### config.mk
export PLATFORM = sky130hd
export DESIGN_NAME = qea_launch_ctrl
export DESIGN_NICKNAME = d
export VERILOG_FILES = /design/src/rtl/qea_launch_ctrl.sv
export SDC_FILE = /design/constraint.sdc
export NUM_CORES = 1
export LEC_CHECK = 0
export BUFFER_PORTS_ARGS = -buffer_cell sky130_fd_sc_hd__buf_2
export CELL_PAD_IN_SITES_DETAIL_PLACEMENT = 2
export CELL_PAD_IN_SITES_GLOBAL_PLACEMENT = 2
export CORE_AREA = 8 8 388 390
export CTS_BUF_LIST = sky130_fd_sc_hd__clkbuf_8 sky130_fd_sc_hd__clkbuf_16
export DETAILED_ROUTE_END_ITERATION = 10
export DIE_AREA = 0 0 396 398
export PLACE_DENSITY = 0.47
export SYNTH_ARGS = -nofsm -noshare
export SYNTH_HDL_FRONTEND = slang
export SYNTH_SLANG_ARGS = --single-unit
### constraint.sdc
create_clock -name clk -period 8.64 [get_ports clk]
set_clock_uncertainty 0.2 [all_clocks]
set_input_delay 0.864 -clock clk [delete_from_list [all_inputs] [get_ports clk]]
set_output_delay 0.864 -clock clk [all_outputs]
set_load 0.05 [all_outputs]
### src/rtl/qea_launch_ctrl.sv
// qea_launch_ctrl: loads context/initial state into QEA, starts it, streams the result out; QEA_LAUNCH_PERF_EN adds the exec-cycle counter
module qea_launch_ctrl #(
  parameter int PE_NUM_WIDTH            = 2,
  parameter int PE_NUM                  = 4,
  parameter int DATA_WIDTH              = 32,
  parameter int STATE_DATA_WIDTH        = 64,
  parameter int STATE_ADDR_WIDTH        = 16,
  parameter int GATE_CONTEXT_DATA_WIDTH = 64,
  parameter int GATE_CONTEXT_ADDR_WIDTH = 16,
  parameter int MAX_QBIT_WIDTH          = 6,
  parameter int NUM_FRAC_BIT            = 30,
  parameter int RD_LAT                  = 1
) (
  input  logic                                 clk,
  input  logic                                 rst,
  input  logic                                 i_cfg_valid,
  output logic                                 o_cfg_ready,
  input  logic [MAX_QBIT_WIDTH-1:0]            i_cfg_qbit_num,
  input  logic [GATE_CONTEXT_ADDR_WIDTH:0]     i_cfg_ins_num,
  input  logic                                 i_ctx_valid,
  output logic                                 o_ctx_ready,
  input  logic [GATE_CONTEXT_DATA_WIDTH-1:0]   i_ctx_data,
  output logic                                 o_rd_valid,
  input  logic                                 i_rd_ready,
  output logic [PE_NUM*STATE_DATA_WIDTH-1:0]   o_rd_data,
  output logic                                 o_rd_last,
  output logic                                 o_qea_start,
  output logic [MAX_QBIT_WIDTH-1:0]            o_qea_qbit_num,
  output logic                                 o_qea_ctx_en,
  output logic                                 o_qea_ctx_wea,
  output logic [GATE_CONTEXT_ADDR_WIDTH-1:0]   o_qea_ctx_addr,
  output logic [GATE_CONTEXT_DATA_WIDTH-1:0]   o_qea_ctx_data,
  output logic                                 o_qea_state_ena,
  output logic                                 o_qea_state_wea,
  output logic [STATE_ADDR_WIDTH-1:0]          o_qea_state_addra,
  output logic [PE_NUM*STATE_DATA_WIDTH-1:0]   o_qea_state_dina,
  input  logic                                 i_qea_complete,
  input  logic [PE_NUM*STATE_DATA_WIDTH-1:0]   i_qea_state_dout,
  output logic                                 o_busy,
  output logic                                 o_err,
  output logic [31:0]                          o_exec_cycles
);
  localparam int W  = PE_NUM * STATE_DATA_WIDTH;
  localparam int CW = (STATE_ADDR_WIDTH > GATE_CONTEXT_ADDR_WIDTH ? STATE_ADDR_WIDTH : GATE_CONTEXT_ADDR_WIDTH) + 1;
  localparam int LW = RD_LAT > 1 ? $clog2(RD_LAT) : 1;
  localparam logic [MAX_QBIT_WIDTH-1:0] QMIN = MAX_QBIT_WIDTH'(PE_NUM_WIDTH);
  localparam logic [MAX_QBIT_WIDTH-1:0] QMAX = MAX_QBIT_WIDTH'(STATE_ADDR_WIDTH + PE_NUM_WIDTH);
  localparam logic [W-1:0] ONE_WORD = {(DATA_WIDTH'(1) << NUM_FRAC_BIT), {(W-DATA_WIDTH){1'b0}}};

  typedef enum logic [2:0] {IDLE, LOAD_CTX, INIT, START, RUN, RD_ADDR, RD_WAIT, RD_OUT} state_t;
  state_t state, state_n;
  logic [CW-1:0] cnt, n_last, ins;
  logic [LW-1:0] wcnt;
  logic cfg_ok, accept, ctx_hs, rd_hs;

  assign cfg_ok            = i_cfg_qbit_num >= QMIN && i_cfg_qbit_num <= QMAX;
  assign accept            = state == IDLE && i_cfg_valid && cfg_ok;
  assign ctx_hs            = state == LOAD_CTX && i_ctx_valid;
  assign rd_hs             = state == RD_OUT && i_rd_ready;
  assign o_cfg_ready       = state == IDLE && !rst;
  assign o_ctx_ready       = state == LOAD_CTX;
  assign o_rd_valid        = state == RD_OUT;
  assign o_qea_start       = state == START;
  assign o_qea_ctx_wea     = o_qea_ctx_en;
  assign o_qea_state_ena   = state == INIT || state == RD_ADDR;
  assign o_qea_state_wea   = state == INIT;
  assign o_qea_state_addra = o_qea_state_ena ? cnt[STATE_ADDR_WIDTH-1:0] : '0;
  assign o_qea_state_dina  = (state == INIT && cnt == '0) ? ONE_WORD : '0;
  assign o_busy            = state != IDLE;

  // state register
  always_ff @(posedge clk)
    state <= rst ? IDLE : state_n;

  // sequencing: each phase ends when its address counter reaches the last word
  always_comb begin
    state_n = state;
    case (state)
      IDLE:     if (accept) state_n = i_cfg_ins_num == '0 ? INIT : LOAD_CTX;
      LOAD_CTX: if (i_ctx_valid && cnt == ins - CW'(1)) state_n = INIT;
      INIT:     if (cnt == n_last) state_n = START;
      START:    state_n = RUN;
      RUN:      if (i_qea_complete) state_n = RD_ADDR;
      RD_ADDR:  state_n = RD_WAIT;
      RD_WAIT:  if (wcnt == LW'(RD_LAT - 1)) state_n = RD_OUT;
      RD_OUT:   if (i_rd_ready) state_n = o_rd_last ? IDLE : RD_ADDR;
      default:  state_n = IDLE;
    endcase
  end

  // job parameters, shared address counter, registered context writes and readout capture
  always_ff @(posedge clk) begin
    if (rst) begin
      cnt            <= '0;
      wcnt           <= '0;
      n_last         <= '0;
      ins            <= '0;
      o_err          <= 1'b0;
      o_qea_qbit_num <= '0;
      o_qea_ctx_en   <= 1'b0;
      o_qea_ctx_addr <= '0;
      o_qea_ctx_data <= '0;
      o_rd_data      <= '0;
      o_rd_last      <= 1'b0;
    end else begin
      o_err        <= state == IDLE && i_cfg_valid && !cfg_ok;
      o_qea_ctx_en <= ctx_hs;
      if (ctx_hs) begin
        o_qea_ctx_addr <= cnt[GATE_CONTEXT_ADDR_WIDTH-1:0];
        o_qea_ctx_data <= i_ctx_data;
      end
      if (accept) begin
        o_qea_qbit_num <= i_cfg_qbit_num;
        n_last         <= (CW'(1) << (i_cfg_qbit_num - QMIN)) - CW'(1);
        ins            <= CW'(i_cfg_ins_num);
        cnt            <= '0;
      end else if (ctx_hs || state == INIT)
        cnt <= state_n != state ? '0 : cnt + CW'(1);
      else if (rd_hs)
        cnt <= cnt + CW'(1);
      wcnt <= (state == RD_WAIT && state_n == RD_WAIT) ? wcnt + LW'(1) : '0;
      if (state == RD_WAIT && state_n == RD_OUT) begin
        o_rd_data <= i_qea_state_dout;
        o_rd_last <= cnt == n_last;
      end
    end
  end

`ifdef QEA_LAUNCH_PERF_EN
  // saturating count of START plus RUN cycles before complete is seen
  always_ff @(posedge clk)
    if (rst || accept)
      o_exec_cycles <= '0;
    else if ((state == START || (state == RUN && !i_qea_complete)) && o_exec_cycles != '1)
      o_exec_cycles <= o_exec_cycles + 32'd1;
`else
  assign o_exec_cycles = '0;
`endif
endmodule

# After elaboration in Yosys (flattened, before gate mapping)
# Index checks and enable logic that the tools add are counted.
[totals]
regBits = 400
word_cells = 69
out_inout_bits = 657
[op_classes]
add_sub_neg = 5
eq_ne = 12
mux = 14
n_reduce_logical = 22
shifts = 1
magnitude_cmp = 2
n_bitwise = 1
[op_table]
columns = ["operator", "n"]
rows = [
  ["255-bit 2-to-1 mux", 1],
  ["17-bit 2-to-1 mux", 3],
  ["17-bit equality test", 2],
  ["17-bit zero test", 2],
  ["3-bit one-hot mux with 8 select lines", 1],
  ["3-bit 2-to-1 mux", 7],
  ["3-bit equality test (second input constant)", 6],
  ["17-bit by 1-bit adder with 17-bit output (second input constant)", 1],
  ["1-bit by 6-bit << shifter with 17-bit output (first input constant)", 1],
  ["17-bit by 1-bit subtractor with 17-bit output (second input constant)", 1],
  ["17-bit by 2-bit subtractor with 17-bit output (second input constant)", 1],
  ["16-bit 2-to-1 mux", 1],
  ["1-bit logical AND", 11],
  ["3-bit by 2-bit equality test with 1-bit output (second input constant)", 2],
  ["6-bit by 2-bit >= comparator with 1-bit output (second input constant)", 1],
  ["6-bit by 5-bit less-or-equal comparator with 1-bit output (second input constant)", 1],
  ["6-bit by 2-bit subtractor with 6-bit output (second input constant)", 1],
  ["2-bit OR reduction", 2],
  ["3-bit by 1-bit equality test with 1-bit output (second input constant)", 1],
  ["3-bit zero test", 1],
  ["3-bit != test", 1],
  ["3-bit nonzero test", 1],
  ["1-bit zero test", 2],
  ["1-bit logical OR", 2],
  ["4 further kinds", 4],
]

# Logic depth before layout (Yosys ltp)
[depth]
word_depth = 9
ltp_mapped = 13
depth_no_buf = 12

# Least setup slack after synthesis
# No wires, ideal clock.
[synth_timing]
kind = "input -> register"
startpoint = "input port i_cfg_qbit_num[1]"
endpoint = "register n_last[10]"
t_required_ps = 8354
arrival_time_ps = 3567
path_stages = 13
setup_slack_ps = 4787
path_cell_list = "clkbuf_1 -> inv_1 -> ha_1 -> clkbuf_1 -> nor2b_1 -> a21boi_0 -> nand3_1 -> ha_1 -> inv_1 -> nor2_1 -> or3_1 -> a21o_1 -> a211oi_1"
[synth_via]
elab_chain_len = 3
[synth_rtl]
columns = ["element", "line", "source"]
rows = [
  ["start: declaration", "18", "input logic [MAX_QBIT_WIDTH-1:0] i_cfg_qbit_num,"],
  ["6-bit by 2-bit subtractor with 6-bit output, or another cell as far along", "114", "n_last <= (CW'(1) << (i_cfg_qbit_num - QMIN)) - CW'(1);"],
  ["1-bit by 6-bit << shifter with 17-bit output or 1-bit logical AND (tied branches)", "114, 56", ""],
  ["17-bit by 2-bit subtractor with 17-bit output or 1-bit logical AND (tied branches)", "114, 57", ""],
  ["end signal: assignment", "114", ""],
  ["end: declaration", "52", "logic [CW-1:0] cnt, n_last, ins;"],
]
# Parallel ways exist; a longest one is shown, timed or not.
# A chain may end at the register's enable or synchronous reset.

# Final worst setup path
[layout_timing]
startpoint = "register state[1]"
endpoint = "output port o_qea_state_addra[7]"
[layout_via]
elab_chain_len = 3
[layout_rtl]
columns = ["element", "line", "source"]
rows = [
  ["start: declaration", "51", "state_t state, state_n;"],
  ["start signal: assignment", "73", "state <= rst ? IDLE : state_n;"],
  ["3-bit by 2-bit equality test with 1-bit output or 3-bit equality test (tied branches)", "65", "assign o_qea_state_ena = state == INIT || state == RD_ADDR;"],
  ["1-bit logical OR *", "65", ""],
  ["16-bit 2-to-1 mux *", "67", "assign o_qea_state_addra = o_qea_state_ena ? cnt[STATE_ADDR_WIDTH-1:0] : '0;"],
  ["end: declaration", "35", "output logic [STATE_ADDR_WIDTH-1:0] o_qea_state_addra,"],
]
# Every way passes the cells marked *; elsewhere a longest branch is shown, timed or not.

==> summary.txt <==
STA
  • Hold Vio Cnt, Final: 0
  • Slew @ Worst Pin: 1.09 ns
  • Tmin final: 3.82 ns
  • RSZ-0062 raised after global routing: no
  • F_max: 0.262 GHz
  • Post-Route Setup TNS: 0 ns
  • Final Cycle Share: 44.2%
  • Max-slew headroom: 27.1%
  • Max Slew Vio Count: 0
  • Final setup fails: 0

Setup path
  • Max FO, Critical Path: 13
  • Crit Reg-Reg Endpoint: state[0]$_SDFF_PP0_
  • Worst path slowest cell: dfxtp_1
  • RR Startpoint: ins[0]$_SDFFE_PP0P_
  • CP Cell Sequence: nand2b_1, nor2_1, inv_1, nand2_1, and2_1, buf_2
  • Family with the most delay on the worst path: simple AND/OR/NAND/NOR gates
  • Reg2reg path depth: 8
  • R2r setup slk: ~4.8 ns
  • Crit path capture type: output pin
  • CP Data Required Time: about 7.6 ns
  • Crit path to: o_qea_state_addra[7]
  • Crit Path Class: flip-flop to output pin
  • Worst EP arrival: 2.75 ns
  • Crit. path cell count: 6
  • Critical path's largest stage delay: ~0.65 ns
  • Crit. Startpoint: state[1]$_SDFF_PP0_
  • CP bufs+invs: 2
  • CP Launch Type: flip-flop

Synthesis
  • Sequential area share after synthesis: a little under half
  • Top cells by area, synth: dfxtp_1, nand2_1, buf_4, a21oi_1, clkbuf_1
  • Asr flop ratio synth: 0%
  • Yosys top cell by area: dfxtp_1
  • Prevailing post-synth register cell: dfxtp_1
  • Distinct cells, synth: 56
  • Synth Register Bits: 400
  • Number of synthesized flops with an enable pin: 0
  • Top cell type's share of synthesized area: between 40 and 50%
  • Area of the mapped netlist: 17,600 µm²
  • Ys Warns: 0
  • Mean post-synth cell area: 7.71 µm²
  • Post-Syn Instances: 2,284

Placed design
  • Dpl cell area: between 20,000 and 25,000 µm²
  • DP HPWL: around 78,000 µm
  • IO buf count: around 720
  • Post-Place Cells: 4,785
  • GPL Wtd Cong: 0.735

Routing
  • # DRC: 0
  • M1 WL: 40,800 µm
  • Drt wl/cell: 20.5 µm
  • Vias: 17,149
  • DRT iter0 DRCs: 530
  • Met2 WL: 49,500 µm
  • Max layer used: met5
  • Overall routed net length: slightly above 100,000 µm
  • First drt pass iteration count: 4
  • ANT nets after route: 0
  • Via density: 3.50
  • Met3 WL: between 8000 and 9000 µm

Clock tree
  • CTS tree: yes
  • Clk slew on worst S/H paths: about 0.060 ns
  • Clock Latency Late Sink: 0.64 ns
  • CTS resizes: 0
  • H-tree Lvls: 2
  • Clk root buf: clkbuf_16
  • Total CTS buffers: 58
  • Deepest clock path buffer count: 3
  • # Post-CTS Setup Buffers: 0
  • # hold bufs at CTS: 0
  • Number of clock sinks: 400

Cells and area
  • Design area: 24,100 µm²
  • Layout Cells excl Fill: 4,906
  • Seq. cell area: 8010 µm²
  • Layout cells sized above 1: 28.6%
  • Most common cell after layout, fill and taps aside: nand2_1
  • Commonest cells after routing, fill and taps aside: nand2_1, buf_2, dfxtp_1, a21oi_1, conb_1
  • Nets: 3,283
  • P&R area growth vs syn: 37.0%
  • Layout filler cell count: 17,313
  • Multi-input gate area: 7900 µm²

Global routing
  • First-pass GRT wire length: between 100,000 and 150,000 µm
  • Largest net degree at the start of global routing: around 150
  • Gr ovfl total: 0
  • Vias in the first global route: between 15,000 and 20,000
  • Initial antenna violation count: 45
  • GR Util All Layers: 11.9%

Status
  • Outcome: completed

Floorplanning
  • Initial Utilization: 12.2%
  • Die area: 158,000 µm²
  • IO Pins: 1,006
  • Core Area: roughly 140,000 µm²
  • Cell Rows: 140
  • Chip height: 398 µm
  • Die width: 396 µm

Pwr
  • Net Sw Frac: 35.2%
  • Pwr/cell area: 233 nW/µm²
  • Total power: 5.63 mW
  • Combinational share of power: 21.0%
  • Internal: 3.65 mW
  • Leakage power: 10.3 nW
  • Proportion of power drawn by flip-flops and latches: 35.3%
  • VDD IR-drop max: 0.000139 V
  • Power share of the clock group: between 40% and 50%
  • P_sw: 1.98 mW

Worst hold path
  • Hold Path Class: flip-flop to flip-flop

Job
  • Max-cap viol count: 0
-- layout make-up --
type	count	share of cell area (%)
repair buffers	738	15.7
multi-input cells	1718	32.7
well taps	1917	9.95
flip-flops and latches	400	33.2
clock buffers	73	7.02
inverters	12	0.187
clock inverters	33	1.07
diodes	15	0.156
-- worst min path at each step --
| stage | endpoint | from | slack, ns | depth (start not counted) |
|---|---|---|---|---|
| 2_1_floorplan | n_last[9]$_SDFFE_PP0P_ | n_last[9]$_SDFFE_PP0P_ | 0.24 | 2 |
| 3_3_place_gp | o_qea_ctx_data[50]$_SDFFE_PP0P_ | o_qea_ctx_data[50]$_SDFFE_PP0P_ | 0.24 | 2 |
| 3_5_place_dp | o_qea_ctx_data[29]$_SDFFE_PP0P_ | o_qea_ctx_data[29]$_SDFFE_PP0P_ | 0.25 | 2 |
| 4_1_cts | o_rd_data[2]$_SDFFE_PP0P_ | i_qea_state_dout[2] | 0.16 | 3 |
| 5_1_grt | o_rd_data[1]$_SDFFE_PP0P_ | i_qea_state_dout[1] | 0.19 | 3 |
| 6_report | o_qea_ctx_data[29]$_SDFFE_PP0P_ | o_qea_ctx_data[29]$_SDFFE_PP0P_ | 0.25 | 2 |
-- worst register-to-register path, stage by stage (launching register included) --
cell and delay (ns):
dfxtp_1 0.36, inv_1 0.08, ha_1 0.20, nor3b_1 0.74, nand3_1 0.21, xnor2_1 0.17
or4_4 0.51, o31ai_4 0.95, a221oi_1 0.22
-- Yosys cell counts (3+ instances only) --
cell type,number
nor3_1,14
a21oi_2,10
nand3_1,21
nand2_1,760
nand2b_1,3
o31ai_1,3
ha_1,6
a211oi_1,10
and4_1,3
buf_6,3
or3_1,6
buf_4,290
nand3b_1,4
a31oi_1,7
xor2_1,22
buf_1,3
and3_1,7
xnor2_1,37
nor4b_1,3
inv_1,12
nor2_1,41
nor4_1,17
a21oi_1,381
or4_1,6
and2_1,16
a221oi_1,3
o21ai_0,9
dfxtp_1,400
clkbuf_1,145
nand4_1,3
nor3b_1,4
a211o_1,3
-- cell families after synthesis --
kind of cell | synth area share [%]
buf+inv | 16.0
simple gates | 21.5
xor+xnor | 2.94
compound gates | 13.6
other cells | 0.0213
flops | 45.5
mux | 0.0640
fa+ha+maj | 0.426
-- flip-flops by register name, summed over array words and instances, names as in the netlist --
register and cells:
cnt 17, ins 17, n_last 17, o_err 1, o_qea_ctx_addr 16, o_qea_ctx_data 64
o_qea_ctx_en 1, o_qea_qbit_num 6, o_rd_data 256, o_rd_last 1, state 3, wcnt 1
-- power by group through the flow --
stage,sequential [mW],combinational (mW),clock (mW)
4_1_cts,1.99,1.20,2.61
2_1_floorplan,2.15,0.821,0
6_report,1.99,1.18,2.46
3_5_place_dp,2.03,1.20,0
5_1_grt,2.00,1.28,2.67
3_3_place_gp,2.03,1.19,0
-- per-layer routing --
layer	up-vias	track usage [%]
met4	42	2.46
met1	8271	13.7
met3	134	4.68
met2	542	20.8
met5	-	0
li1	8160	-
-- through the flow --
stage               hold WS [ns]  util, %  worst slack [ns]
detailed placement         0.247     15.3              4.23
global route               0.193     16.7              4.57
finish                     0.251     16.7              4.82
floorplan                  0.244        -              4.79
CTS                        0.162     16.7              4.69
global placement           0.240     15.3              4.28
Note: power is estimated with default switching activity, not from simulation.
